[src/rtl/uart_rx_ctrl.sv]
// Receive-path controller: gates the rx engine enable, forwards received bytes to the
// rx FIFO, keeps sticky overrun/frame-error flags and generates threshold/timeout IRQs.
module uart_rx_ctrl #(
   parameter int OSR         = 16,
   parameter int FIFO_DEPTH  = 16,
   parameter int TIMEOUT_CHR = 4,
   localparam int CW         = $clog2(FIFO_DEPTH) + 1
) (
   input  logic          clk_i,
   input  logic          reset_n_i,
   input  logic          rx_enable_i,
   input  logic          osr_tick_i,
   output logic          rx_en_o,
   input  logic          eng_busy_i,
   input  logic          eng_wen_i,
   input  logic [7:0]    eng_data_i,
   output logic          fifo_wen_o,
   output logic [7:0]    fifo_wdata_o,
   input  logic          fifo_full_i,
   input  logic [CW-1:0] fifo_count_i,
   input  logic [CW-1:0] rx_thresh_i,
   output logic          irq_thresh_o,
   output logic          irq_timeout_o,
   input  logic          timeout_clr_i,
   output logic          overrun_o,
   output logic          frame_err_o,
   input  logic          err_clr_i,
   output logic [15:0]   frame_cnt_o
);

   localparam int            LIMIT    = TIMEOUT_CHR * 10 * OSR;
   localparam int            TW       = $clog2(LIMIT + 1);
   localparam logic [TW-1:0] LIMIT_V  = TW'(LIMIT);
   localparam logic [TW-1:0] LIMIT_M1 = TW'(LIMIT - 1);

   typedef enum logic [1:0] {
      ST_DISABLED = 2'd0,
      ST_IDLE     = 2'd1,
      ST_ACTIVE   = 2'd2,
      ST_DRAIN    = 2'd3
   } state_t;

   logic [1:0]    rst_sync_r;
   logic          rst_n_s;
   state_t        state_r;
   state_t        state_s;
   logic          rx_en_r;
   logic          seen_wen_r;
   logic          fifo_wen_r;
   logic [7:0]    fifo_wdata_r;
   logic [15:0]   frame_cnt_r;
   logic          overrun_r;
   logic          frame_err_r;
   logic          irq_timeout_r;
   logic          irq_thresh_r;
   logic [TW-1:0] tick_cnt_r;
   logic          in_frame_s;
   logic          exit_s;
   logic          fe_set_s;
   logic          accept_s;
   logic          ov_set_s;
   logic          cnt_clr_s;
   logic          to_set_s;

   // Reset asserts immediately, releases two clocks after reset_n_i rises.
   always_ff @(posedge clk_i or negedge reset_n_i) begin
      if (!reset_n_i) begin
         rst_sync_r <= 2'b00;
      end else begin
         rst_sync_r <= {rst_sync_r[0], 1'b1};
      end
   end

   assign rst_n_s = rst_sync_r[1];

   // Next-state logic; a disable during a frame parks in DRAIN until the engine goes idle.
   always_comb begin
      state_s = state_r;
      case (state_r)
         ST_DISABLED: begin
            if (rx_enable_i) state_s = ST_IDLE;
            else             state_s = ST_DISABLED;
         end
         ST_IDLE: begin
            if (!rx_enable_i)    state_s = ST_DISABLED;
            else if (eng_busy_i) state_s = ST_ACTIVE;
            else                 state_s = ST_IDLE;
         end
         ST_ACTIVE: begin
            if (!eng_busy_i)      state_s = ST_IDLE;
            else if (!rx_enable_i) state_s = ST_DRAIN;
            else                  state_s = ST_ACTIVE;
         end
         ST_DRAIN: begin
            if (!eng_busy_i) state_s = ST_DISABLED;
            else             state_s = ST_DRAIN;
         end
         default: state_s = ST_DISABLED;
      endcase
   end

   // Per-cycle event decode for forwarding, error flags and the idle-tick counter.
   always_comb begin
      in_frame_s = (state_r == ST_ACTIVE) || (state_r == ST_DRAIN);
      exit_s     = in_frame_s && !eng_busy_i;
      fe_set_s   = exit_s && !(seen_wen_r || eng_wen_i);
      accept_s   = eng_wen_i && !fifo_full_i;
      ov_set_s   = eng_wen_i && fifo_full_i;
      cnt_clr_s  = eng_busy_i || eng_wen_i || (fifo_count_i == {CW{1'b0}});
      to_set_s   = !cnt_clr_s && osr_tick_i && (tick_cnt_r == LIMIT_M1);
   end

   // State register, registered engine enable and per-episode byte-seen tracker.
   always_ff @(posedge clk_i or negedge rst_n_s) begin
      if (!rst_n_s) begin
         state_r    <= ST_DISABLED;
         rx_en_r    <= 1'b0;
         seen_wen_r <= 1'b0;
      end else begin
         state_r <= state_s;
         rx_en_r <= (state_s != ST_DISABLED);
         if (exit_s || !in_frame_s) seen_wen_r <= 1'b0;
         else if (eng_wen_i)        seen_wen_r <= 1'b1;
         else                       seen_wen_r <= seen_wen_r;
      end
   end

   // FIFO write path and accepted-byte counter.
   always_ff @(posedge clk_i or negedge rst_n_s) begin
      if (!rst_n_s) begin
         fifo_wen_r   <= 1'b0;
         fifo_wdata_r <= 8'h00;
         frame_cnt_r  <= 16'h0000;
      end else begin
         fifo_wen_r <= accept_s;
         if (accept_s) begin
            fifo_wdata_r <= eng_data_i;
            frame_cnt_r  <= frame_cnt_r + 16'd1;
         end else begin
            fifo_wdata_r <= fifo_wdata_r;
            frame_cnt_r  <= frame_cnt_r;
         end
      end
   end

   // Sticky flags: a set in the same cycle as a clear wins.
   always_ff @(posedge clk_i or negedge rst_n_s) begin
      if (!rst_n_s) begin
         overrun_r     <= 1'b0;
         frame_err_r   <= 1'b0;
         irq_timeout_r <= 1'b0;
      end else begin
         overrun_r     <= ov_set_s || (overrun_r && !err_clr_i);
         frame_err_r   <= fe_set_s || (frame_err_r && !err_clr_i);
         irq_timeout_r <= to_set_s || (irq_timeout_r && !timeout_clr_i);
      end
   end

   // Idle-tick counter saturates at the limit so the timeout fires once per idle period.
   always_ff @(posedge clk_i or negedge rst_n_s) begin
      if (!rst_n_s) begin
         tick_cnt_r   <= {TW{1'b0}};
         irq_thresh_r <= 1'b0;
      end else begin
         if (cnt_clr_s)                                tick_cnt_r <= {TW{1'b0}};
         else if (osr_tick_i && tick_cnt_r != LIMIT_V) tick_cnt_r <= tick_cnt_r + {{(TW-1){1'b0}}, 1'b1};
         else                                          tick_cnt_r <= tick_cnt_r;
         irq_thresh_r <= (rx_thresh_i != {CW{1'b0}}) && (fifo_count_i >= rx_thresh_i);
      end
   end

   assign rx_en_o       = rx_en_r;
   assign fifo_wen_o    = fifo_wen_r;
   assign fifo_wdata_o  = fifo_wdata_r;
   assign frame_cnt_o   = frame_cnt_r;
   assign overrun_o     = overrun_r;
   assign frame_err_o   = frame_err_r;
   assign irq_timeout_o = irq_timeout_r;
   assign irq_thresh_o  = irq_thresh_r;

endmodule

[config.mk]
export PLATFORM = sky130hd
export DESIGN_NAME = uart_rx_ctrl
export DESIGN_NICKNAME = d
export VERILOG_FILES = /design/src/rtl/uart_rx_ctrl.sv
export SDC_FILE = /design/constraint.sdc
export NUM_CORES = 1
export LEC_CHECK = 0
export CAP_MARGIN = 20
export CORE_ASPECT_RATIO = 1.1
export CORE_UTILIZATION = 51
export DETAILED_ROUTE_END_ITERATION = 10
export GPL_TIMING_DRIVEN = 1
export PLACE_DENSITY = 0.82
export SYNTH_ARGS = -nofsm -noshare
export SYNTH_HDL_FRONTEND = slang
export SYNTH_SLANG_ARGS = --single-unit
[constraint.sdc]
create_clock -name clk_i -period 2.2 [get_ports clk_i]
set_input_delay 0.66 -clock clk_i [delete_from_list [all_inputs] [get_ports clk_i]]
set_output_delay 0.66 -clock clk_i [all_outputs]
set_load 0.005 [all_outputs]
==> metrics.md, run 1 <==
| Metric | Value |
|---|---|
| Antenna cells | `0` |
| Vias in the first global route | `around 1500` |
| Total power | `approximately 1.9 mW` |
| Drt wl/cell | `12.9 um` |
| Worst EP required | `around 1.5 ns` |
| Critical path buffer and inverter count | `1` |
| FP Rows | `23` |
| Placer congestion estimate | `0.853` |
| Layout Nets | `~280` |
| CTS clk-pin slew, worst paths | `roughly 0.08 ns` |
| Sequential share of the synthesized area | `0.544` |
| Clock buffer depth | `2` |
| Final antenna-violating net count | `0` |
| VDD IR max | `between 0.4 and 0.5 mV` |
| Total grt overflow | `0` |
| Initial Utilization | `0.549` |
| Core Area | `about 3800 um2` |
| Worst skew pair latency | `approximately 0.29 ns` |
| Hold Vio Cnt, Final | `0` |
| Io pins | `57` |
| Number of distinct library cells after synthesis | `38` |
| Tcrit/Tclk final | `0.893` |
| Final Worst Setup Slack | `roughly 0.23 ns` |
| Hold Worst Slack | `between 0.15 and 0.2 ns` |
| Sink Count | `45` |
| Crit-path cells | `clkdlybuf4s50_1` |
| TritonCTS clock tree | `yes` |
| Fin Clk Skew | `approximately 0.0028 ns` |
| Vias | `roughly 1500` |
| Drt via density | `between 5 and 6` |
| Total CTS buffers | `5` |
| Status | `finished clean` |
| Initial drt markers | `60` |
| Chip height | `68.8 um` |
| CP top delay family | `buffers and inverters` |
| Final Critical Period | `1.97 ns` |
| Syn-to-layout area delta | `36.0%` |
| Crit-path max cell delay | `approximately 0.55 ns` |
| Critical path fanouts, max | `7` |
| Die width | `between 60 and 70 um` |
| Mapped Area | `around 2100 um2` |
| CP max-delay cell | `clkdlybuf4s50_1` |
| Setup TNS | `0 ns` |
| Maximum number of pins on one net before global-route repair | `16` |
| Crit Path Category | `flop to output pin` |
| RSZ-0062 raised after global routing | `no` |
| # port buffers | `56` |
| Worst hold path type | `flop to asynchronous set/reset pin` |
| Final WL | `around 3800 um` |
| Post-DP HPWL | `about 3000 um` |
| H-tree Lvls | `2` |
| Leakage Power | `between 1 and 1.5 nW` |
| Max Slew Vio Count | `0` |
| Kind of end point of the critical path | `output pin` |
| Cells after synthesis | `between 150 and 200` |
| DP Worst Slack | `0.0409 ns` |
| Arr. time, crit path | `between 1 and 1.5 ns` |
| First-pass GRT wire length | `between 6000 and 7000 um` |
| Share of cells above drive strength 1 | `0.109` |
| Max-cap violations | `0` |
| EDFF count, synth | `0` |
| Most common flop cell mapped by yosys | `dfrtp_1` |
| GRT Total Usage | `0.200` |
| Async set or reset register ratio after synthesis | `1.00` |
| PD cells | `688 nW/um2` |
| Setup Buffers After CTS | `0` |
| Most frequent cells in the layout | `clkdlybuf4s50_1 (56), dfrtp_1 (44), xnor2_1 (15), nor2_1 (14), inv_1 (13)` |
| Most common cell after layout, fill and taps aside | `clkdlybuf4s50_1` |
| Hold buffers post-CTS | `0` |
| Syn. warnings | `0` |
| Achievable Freq | `0.509 GHz` |
| Mean Syn Cell Area | `roughly 11 um2` |
| Initial DRT Pass Iterations | `4` |
| Initial antenna violation count | `0` |
| Mapped Nets | `around 220` |
| Die area | `about 4300 um2` |
| Final setup fails | `0` |
| Post-CTS sizing | `0` |
| Root Buffer Master | `clkbuf_8` |
| Residual DRC | `0` |
| Critical Path Start Type | `flop` |
| Post-synthesis register bit count | `45` |
[area by class of cell]
cell class	instances	area (um2)
well taps	50	62.6
multi-input cells	120	882
clock inverters	1	7.51
clock buffers	7	76.3
inverters	13	48.8
repair buffers	61	611
fillers	276	955
flip-flops and latches	45	1130
[state kept, by name, indices dropped and copies added (netlist names)]
| signal | flops |
|---|---|
| frame_cnt_o | 16 |
| fifo_wdata_o | 8 |
| tick_cnt_r | 10 |
| irq_timeout_o | 1 |
| fifo_wen_o | 1 |
| seen_wen_r | 1 |
| rx_en_o | 1 |
| irq_thresh_o | 1 |
| overrun_o | 1 |
| rst_sync_r | 2 |
| state_r | 2 |
| frame_err_o | 1 |
[kinds of logic (layout without fill, tap and decap cells)]
logic type / Yosys count / in the layout / synth area share
XOR/XNOR: 23 / 23 / 0.0973
adder cells (fa/ha/maj): 8 / 8 / 0.0483
flip-flops: 45 / 45 / 0.544
AO/OA/AOI/OAI: 17 / 17 / 0.0532
buffers and inverters: 16 / 82 / 0.0302
multiplexers: 10 / 10 / 0.0538
AND/OR/NAND/NOR: 61 / 61 / 0.172
other: 1 / 1 / 0.00181
[report_power, final]
part,internal (mW),switching (mW),total (mW)
Sequential,0.922,0.110,1.03
Combinational,0.284,0.140,0.424
Clock,0.225,0.256,0.480
Total,1.43,0.507,1.94
[path summary, 6_finish.rpt]
kind                                 from              end  slack [ns]  depth (start not counted)
min                         rst_sync_r[1]  fifo_wdata_o[2]        0.16                          0
max reg2reg                 tick_cnt_r[0]    tick_cnt_r[0]        0.63                          6
min in group clk_i          rst_sync_r[0]    rst_sync_r[1]        0.37                          0
min reg2reg                 rst_sync_r[1]  fifo_wdata_o[2]        0.16                          0
max in group asynchronous   rst_sync_r[1]   frame_cnt_o[8]        1.54                          1
max                        frame_cnt_o[3]   frame_cnt_o[3]        0.23                          1
[through the flow]
| step | instances | util | area (um2) |
|---|---|---|---|
| 3_3_place_gp | 289 | 0.725 | 2730 |
| 4_1_cts | 297 | 0.747 | 2820 |
| 2_1_floorplan | 181 | - | 2070 |
| 5_1_grt | 297 | 0.747 | 2820 |
| 6_report | 297 | 0.747 | 2820 |
| 3_5_place_dp | 289 | 0.725 | 2730 |
[cell usage after synthesis (all sizes together) (2+ instances only)]
cell / number / area share
xnor2: 15 / 0.063
a21oi: 5 / 0.012
xor2: 8 / 0.034
a211o: 2 / 0.0085
ha: 8 / 0.048
nand4: 5 / 0.018
nand3: 12 / 0.031
or3: 2 / 0.0060
nor2b: 3 / 0.0091
inv: 13 / 0.024
mux2: 9 / 0.049
and3: 2 / 0.0060
nor2: 14 / 0.025
a31oi: 2 / 0.0060
nor4: 2 / 0.013
o22ai: 3 / 0.0091
buf: 2 / 0.0048
nand2b: 3 / 0.013
o21ai: 2 / 0.0048
nand2: 8 / 0.015
or4: 2 / 0.0072
nor3: 3 / 0.0072
dfrtp: 45 / 0.54
[per-layer routing]
layer  part of all wire  routed length [um]  vias to the layer above  global-route usage
met5                  0                   0                        -                   0
met1               0.43                1630                      728               0.228
met3              0.035                 135                        7              0.0510
li1                   -                   -                      755                   -
met4              0.018                  68                        0              0.0785
met2               0.52                2000                       31               0.367
(Power assumes the default switching activity.)
==> inputs of run 2 (changes only) <==
--- a/config.mk
+++ b/config.mk
@@ -9,7 +9,7 @@
 export CORE_ASPECT_RATIO = 1.1
 export CORE_UTILIZATION = 51
 export DETAILED_ROUTE_END_ITERATION = 10
-export GPL_TIMING_DRIVEN = 1
+export GPL_TIMING_DRIVEN = 0
 export PLACE_DENSITY = 0.82
 export SYNTH_ARGS = -nofsm -noshare
 export SYNTH_HDL_FRONTEND = slang
==> run 2 against run 1 <==
Sequential share of layout area down 0.23 points. Count of clock-buffer cells in the layout unchanged. Die area unchanged. Flip-flop and latch count stayed put. Non-clock buffer count is 1 lower. Fmax barely moved. Hold slack lost 0.038 ns. Largest power group unchanged. Highest routed layer unchanged.
==> metrics.md, run 2 (synthesis gave the netlist of run 1 again) <==
| Metric | Value |
|---|---|
| PD cells | `740 nW/um2 (was 688 nW/um2)` |
| TritonCTS clock tree | `yes (unchanged)` |
| Reg area | `1130 um2 (unchanged)` |
| Post-DP HPWL | `3010 um (was 3080 um)` |
| Hold Vio Cnt, Final | `0 (unchanged)` |
| Residual DRC | `0 (unchanged)` |
| Final antenna-violating net count | `0 (unchanged)` |
| Vias in the first global route | `1527 (was 1538)` |
| Status | `finished clean (unchanged)` |
| Worst hold path type | `flop to asynchronous set/reset pin (unchanged)` |
| Share of cells above drive strength 1 | `0.106 (was 0.109)` |
| Max-cap violations | `0 (unchanged)` |
| Most common cell after layout, fill and taps aside | `clkdlybuf4s50_1 (unchanged)` |
| Syn-to-layout area delta | `36.7% (was 36.0%)` |
| Worst-margin pin slew | `just under 0.5 ns` |
| Crit path to | `frame_cnt_o[12] (was frame_cnt_o[3])` |
| Maximum number of pins on one net before global-route repair | `36 (was 16)` |
| Initial antenna violation count | `0 (unchanged)` |
| Max-slew headroom | `0.665` |
| Leakage Power | `1.24 nW (was 1.23 nW)` |
| CP max-delay cell | `clkdlybuf4s50_1 (unchanged)` |
| Kind of end point of the critical path | `flop (was output pin)` |
| Final Critical Period | `1.97 ns (about the same)` |
| Placer congestion estimate | `0.849 (was 0.853)` |
| Sequential Power Share | `0.493 (was 0.533)` |
| Clock group share of total power | `0.304 (was 0.248)` |
| Die area | `4320 um2 (unchanged)` |
| Die width | `62.8 um (unchanged)` |
| Worst skew pair latency | `0.29 ns (about the same)` |
| Io pins | `57 (unchanged)` |
| Root Buffer Master | `clkbuf_8 (unchanged)` |
| Vias | `1549 (was 1521)` |
| Levels on crit path | `5 (was 1)` |
| Achievable Freq | `0.508 GHz (was 0.509 GHz)` |
| R2r worst-path depth | `6 (unchanged)` |
| Drt wl/cell | `13.3 um (was 12.9 um)` |
| Final WL | `3950 um (was 3840 um)` |
| Max FFs per register | `16 (unchanged)` |
| Antenna cells | `0 (unchanged)` |
| RSZ-0062 raised after global routing | `no (unchanged)` |
| GRT Total Usage | `0.201 (was 0.200)` |
| Worst flop-to-flop path endpoint | `tick_cnt_r[1] (was tick_cnt_r[0])` |
| CTS clk-pin slew, worst paths | `0.08 ns (about the same)` |
| Crit-path max cell delay | `0.62 ns (was 0.55 ns)` |
| VDD IR max | `0.456 mV (was 0.498 mV)` |
| R2R Path Start | `tick_cnt_r[0] (unchanged)` |
| H-tree Lvls | `2 (unchanged)` |
| Chip height | `68.8 um (unchanged)` |
| # port buffers | `56 (unchanged)` |
| Switch share | `0.249 (was 0.262)` |
| Setup Buffers After CTS | `0 (unchanged)` |
| Gate power share | `0.203 (was 0.219)` |
| Worst EP required | `2.41 ns (was 1.54 ns)` |
| Initial drt markers | `64 (was 60)` |
| Max Slew Vio Count | `0 (unchanged)` |
| CP Launch Point | `eng_wen_i (was frame_cnt_o[3])` |
| DP Worst Slack | `-0.0621 ns (was 0.0409 ns)` |
| Critical path fanouts, max | `5 (was 7)` |
| Drt via density | `5.23 (was 5.12)` |
| Total grt overflow | `0 (unchanged)` |
| Tcrit/Tclk final | `0.894 (was 0.893)` |
| Hold buffers post-CTS | `0 (unchanged)` |
| Core Area | `3770 um2 (unchanged)` |
| Cell internal pwr | `1.57 mW (was 1.43 mW)` |
| Initial DRT Pass Iterations | `4 (unchanged)` |
| Critical Path Start Type | `input port (was flop)` |
| Final setup fails | `0 (unchanged)` |
| Switching Power | `521 uW (was 507 uW)` |
| Crit-path cells | `clkdlybuf4s50_1 > and4b_1 > nand4_1 > nor2b_1 > xor2_1 (was clkdlybuf4s50_1)` |
| Most frequent cells in the layout | `clkdlybuf4s50_1 (56), dfrtp_1 (44), xnor2_1 (15), nor2_1 (14), inv_1 (13) (unchanged)` |
| CP top delay family | `simple AND/OR/NAND/NOR gates (was buffers and inverters)` |
| Area of the multi-input gates | `882 um2 (unchanged)` |
| Sink Count | `45 (unchanged)` |
| Post-CTS sizing | `0 (unchanged)` |
| Fin Clk Skew | `0.00484 ns (was 0.00275 ns)` |
| Total CTS buffers | `5 (unchanged)` |
| Crit Path Category | `input port to flop (was flop to output pin)` |
| Layout Nets | `280 (was 281)` |
| FP Rows | `23 (unchanged)` |
| Finished Core Util | `0.751 (was 0.747)` |
| Reg2reg setup slack | `0.51 ns (was 0.63 ns)` |
| First-pass GRT wire length | `6620 um (was 6580 um)` |
| Initial Utilization | `0.549 (unchanged)` |
| Fillcell total | `257 (was 276)` |
| Clock buffer depth | `2 (unchanged)` |
| Critical path buffer and inverter count | `1 (unchanged)` |
| Final Worst Setup Slack | `0.233 ns (was 0.235 ns)` |
| Arr. time, crit path | `2.18 ns (was 1.31 ns)` |
[run 2: cell types whose count changed in the layout (fill, tap and decap cells not counted)]
cell        delta
clkbuf_8       +1
buf_2          +2
buf_4          -4
bufinv_16      +1
clkinvlp_4     -1
[run 2: worst register-to-register path, stage by stage, from the launching register on]
cell and delay (ns):
dfrtp_1 0.43, inv_1 0.08, ha_1 0.15, nor4b_1 0.43, a31oi_1 0.24, mux2i_1 0.19, nor2_1 0.05
[run 2: per-layer routing]
layer | up-vias | wire length (um) | GRT usage
li1 | 755 | - | -
met1 | 740 | 1710 | 0.239
met2 | 44 | 2020 | 0.359
met3 | 10 | 171 | 0.0493
met4 | 0 | 50 | 0.0785
met5 | - | 0 | 0
[run 2: area by class of cell]
| type | count | share of cell area |
|---|---|---|
| clock inverter | 1 | 0.0106 |
| timing repair buffer | 57 | 0.205 |
| inverter | 13 | 0.0172 |
| multi-input combinational | 120 | 0.312 |
| buffer | 3 | 0.00486 |
| sequential | 45 | 0.398 |
| tap | 50 | 0.0221 |
| clock buffer | 7 | 0.0305 |
[run 2: worst min path at each step]
stage               cells past startpoint           from         endpoint
floorplan                               0  rst_sync_r[0]    rst_sync_r[1]
global placement                        0  rst_sync_r[0]    rst_sync_r[1]
detailed placement                      0  rst_sync_r[1]  fifo_wdata_o[0]
CTS                                     0  rst_sync_r[1]  fifo_wdata_o[5]
global route                            0  rst_sync_r[1]  fifo_wdata_o[5]
finish                                  0  rst_sync_r[1]  fifo_wdata_o[7]
[run 2: per-stage QoR]
stage | instances | cell area [um2] | hold slack, ns | total power, mW | setup TNS (ns)
CTS | 296 | 2830 | 0.129 | 2.11 | 0
global placement | 287 | 2690 | 0.339 | 1.45 | -0.144
finish | 296 | 2830 | 0.122 | 2.10 | 0
global route | 296 | 2830 | 0.144 | 2.19 | 0
detailed placement | 288 | 2720 | 0.121 | 1.47 | -0.757
floorplan | 181 | 2070 | 0.331 | 1.19 | 0
[run 2: power by group through the flow]
stage / registers [mW] / clock network, mW / logic (mW)
2_1_floorplan: 1.04 / 0 / 0.146
3_3_place_gp: 1.05 / 0 / 0.394
3_5_place_dp: 1.05 / 0 / 0.428
4_1_cts: 1.03 / 0.650 / 0.435
5_1_grt: 1.05 / 0.677 / 0.465
6_report: 1.03 / 0.636 / 0.426
==> inputs of run 3 (changes only) <==
--- a/config.mk
+++ b/config.mk
@@ -7,10 +7,10 @@
 export LEC_CHECK = 0
 export CAP_MARGIN = 20
 export CORE_ASPECT_RATIO = 1.1
-export CORE_UTILIZATION = 51
+export CORE_UTILIZATION = 25
 export DETAILED_ROUTE_END_ITERATION = 10
 export GPL_TIMING_DRIVEN = 0
-export PLACE_DENSITY = 0.82
+export PLACE_DENSITY = 0.45
 export SYNTH_ARGS = -nofsm -noshare
 export SYNTH_HDL_FRONTEND = slang
 export SYNTH_SLANG_ARGS = --single-unit
==> run 3 against run 2 <==
Critical path depth is 4 lower. Utilization is 39 points lower. Count of clock-buffer cells in the layout is 2 lower. First-iteration DRC count is 41% lower. Worst setup slack worse by 0.012 ns. Non-clock buffer count stayed put. Fmax is 0.63% lower. Combinational power is 0.9% lower. Sequential share of layout area is 0.64 points lower. Cell count is 20% higher. Register-to-register slack better by 0.11 ns. Via count is 0.52% lower. Largest power group unchanged.
==> metrics.md, run 3 (synthesis gave the netlist of run 1 again) <==
| Metric | Value |
|---|---|
| Status | `finished clean (unchanged)` |
| Initial DRT Pass Iterations | `4 (unchanged)` |
| Die area | `8650 um2 (was 4320 um2)` |
| PD cells | `686 nW/um2 (was 740 nW/um2)` |
| Arr. time, crit path | `1.32 ns (was 2.18 ns)` |
| Max FFs per register | `16 (unchanged)` |
| Max-cap violations | `0 (unchanged)` |
| Kind of end point of the critical path | `output pin (was flop)` |
| Vias in the first global route | `1561 (was 1527)` |
| Crit Path Category | `flop to output pin (was input port to flop)` |
| Most common cell after layout, fill and taps aside | `clkdlybuf4s50_1 (unchanged)` |
| Post-DP HPWL | `3310 um (was 3010 um)` |
| Levels on crit path | `1 (was 5)` |
| Achievable Freq | `0.505 GHz (was 0.508 GHz)` |
| Total grt overflow | `0 (unchanged)` |
| Crit-path max cell delay | `0.55 ns (was 0.62 ns)` |
| Placed Cells | `346 (was 288)` |
| FP Rows | `34 (was 23)` |
| Worst skew pair latency | `0.30 ns (was 0.29 ns)` |
| Tcrit/Tclk final | `0.900 (was 0.894)` |
| DP Worst Slack | `-0.0920 ns (was -0.0621 ns)` |
| Final antenna-violating net count | `0 (unchanged)` |
| Antenna cells | `0 (unchanged)` |
| Die width | `88.8 um (was 62.8 um)` |
| Area of the multi-input gates | `882 um2 (unchanged)` |
| H-tree Lvls | `2 (unchanged)` |
| Final WL | `4380 um (was 3950 um)` |
| Critical path buffer and inverter count | `1 (unchanged)` |
| Final setup fails | `0 (unchanged)` |
| RSZ-0062 raised after global routing | `no (unchanged)` |
| VDD IR max | `0.221 mV (was 0.456 mV)` |
| Final Worst Setup Slack | `0.220 ns (was 0.233 ns)` |
| Most frequent cells in the layout | `clkdlybuf4s50_1 (56), dfrtp_1 (44), xnor2_1 (15), nor2_1 (14), inv_1 (13) (unchanged)` |
| Final Critical Period | `1.98 ns (was 1.97 ns)` |
| Reg area | `1130 um2 (unchanged)` |
| Post-Layout Cell Count | `354 (was 296)` |
| Total power | `1.97 mW (was 2.10 mW)` |
| Drt wl/cell | `12.4 um (was 13.3 um)` |
| Initial drt markers | `38 (was 64)` |
| Sequential Power Share | `0.520 (was 0.493)` |
| CTS clk-pin slew, worst paths | `0.09 ns (was 0.08 ns)` |
| GRT Total Usage | `0.111 (was 0.201)` |
| Clock buffer depth | `2 (unchanged)` |
| Residual DRC | `0 (unchanged)` |
| Vias | `1541 (was 1549)` |
| Initial antenna violation count | `0 (unchanged)` |
| Hold Vio Cnt, Final | `0 (unchanged)` |
| Fillcell total | `827 (was 257)` |
| Critical Path Start Type | `flop (was input port)` |
| Switching Power | `547 uW (was 521 uW)` |
| Leakage Power | `1.23 nW (was 1.24 nW)` |
| Crit-path cells | `clkdlybuf4s50_1 (was clkdlybuf4s50_1 > and4b_1 > nand4_1 > nor2b_1 > xor2_1)` |
| Clock group share of total power | `0.266 (was 0.304)` |
| Final instance area | `2880 um2 (was 2830 um2)` |
| Post-CTS sizing | `0 (unchanged)` |
| Total CTS buffers | `5 (unchanged)` |
| Switch share | `0.277 (was 0.249)` |
| CP max-delay cell | `clkdlybuf4s50_1 (unchanged)` |
| Max Slew Vio Count | `0 (unchanged)` |
| R2r worst-path depth | `6 (unchanged)` |
| Hold buffers post-CTS | `0 (unchanged)` |
| Initial Utilization | `0.260 (was 0.549)` |
| Drt via density | `4.35 (was 5.23)` |
| Cell internal pwr | `1.43 mW (was 1.57 mW)` |
| Maximum number of pins on one net before global-route repair | `37 (was 36)` |
| Layout Nets | `280 (unchanged)` |
| Gate power share | `0.214 (was 0.203)` |
| TritonCTS clock tree | `yes (unchanged)` |
| Core Area | `7960 um2 (was 3770 um2)` |
| Io pins | `57 (unchanged)` |
| Syn-to-layout area delta | `39.0% (was 36.7%)` |
| Placer congestion estimate | `0.688 (was 0.849)` |
| Sink Count | `45 (unchanged)` |
| Share of cells above drive strength 1 | `0.110 (was 0.106)` |
| Root Buffer Master | `clkbuf_8 (unchanged)` |
| Fin Clk Skew | `0.0125 ns (was 0.00484 ns)` |
| Setup Buffers After CTS | `0 (unchanged)` |
| # port buffers | `56 (unchanged)` |
| Chip height | `97.5 um (was 68.8 um)` |
| Worst EP required | `1.54 ns (was 2.41 ns)` |
| Critical path fanouts, max | `7 (was 5)` |
| First-pass GRT wire length | `7350 um (was 6620 um)` |
| Worst hold path type | `flop to asynchronous set/reset pin (unchanged)` |
| Hold Worst Slack | `0.119 ns (was 0.122 ns)` |
| Post-placement cell area | `2790 um2 (was 2720 um2)` |
| CP top delay family | `buffers and inverters (was simple AND/OR/NAND/NOR gates)` |
-- run 3: metal layers --
metal,GRT usage,wire [um],vias to the layer above
li1,-,-,753
met1,0.141,1970,754
met2,0.181,2150,28
met3,0.0229,203,6
met4,0.0447,59,0
met5,0,0,-
-- run 3: final timing paths --
kind	from	to	slack (ns)
max in group asynchronous	reset_n_i	rst_sync_r[1]	1.55
min in group clk_i	rst_sync_r[0]	rst_sync_r[1]	0.36
worst min-delay path	rst_sync_r[1]	fifo_wdata_o[5]	0.12
worst max register to register	tick_cnt_r[0]	tick_cnt_r[0]	0.62
worst min register to register	rst_sync_r[1]	fifo_wdata_o[5]	0.12
worst max-delay path	frame_cnt_o[3]	frame_cnt_o[3]	0.22
-- run 3: power groups by stage --
stage                     sequential, mW  combinational (mW)  clock, mW
after floorplan                     1.04               0.146          0
after global placement              1.06               0.403          0
after detailed placement            1.05               0.431          0
after CTS                           1.03               0.433      0.553
after global routing                1.05               0.463      0.584
final                               1.03               0.422      0.525
-- run 3: area by class of cell --
type,instances,area share
sequential,45,0.392
multi-input combinational,120,0.307
timing repair buffer,57,0.202
tap,108,0.0470
clock buffer,5,0.0239
inverter,13,0.0170
clock inverter,3,0.00739
buffer,3,0.00478
-- run 3: stage by stage --
step                      setup TNS, ns   util
after detailed placement          -1.18  0.350
after CTS                             0  0.362
after global routing                  0  0.362
after global placement            -1.52  0.348
final                                 0  0.362
after floorplan                       0      -
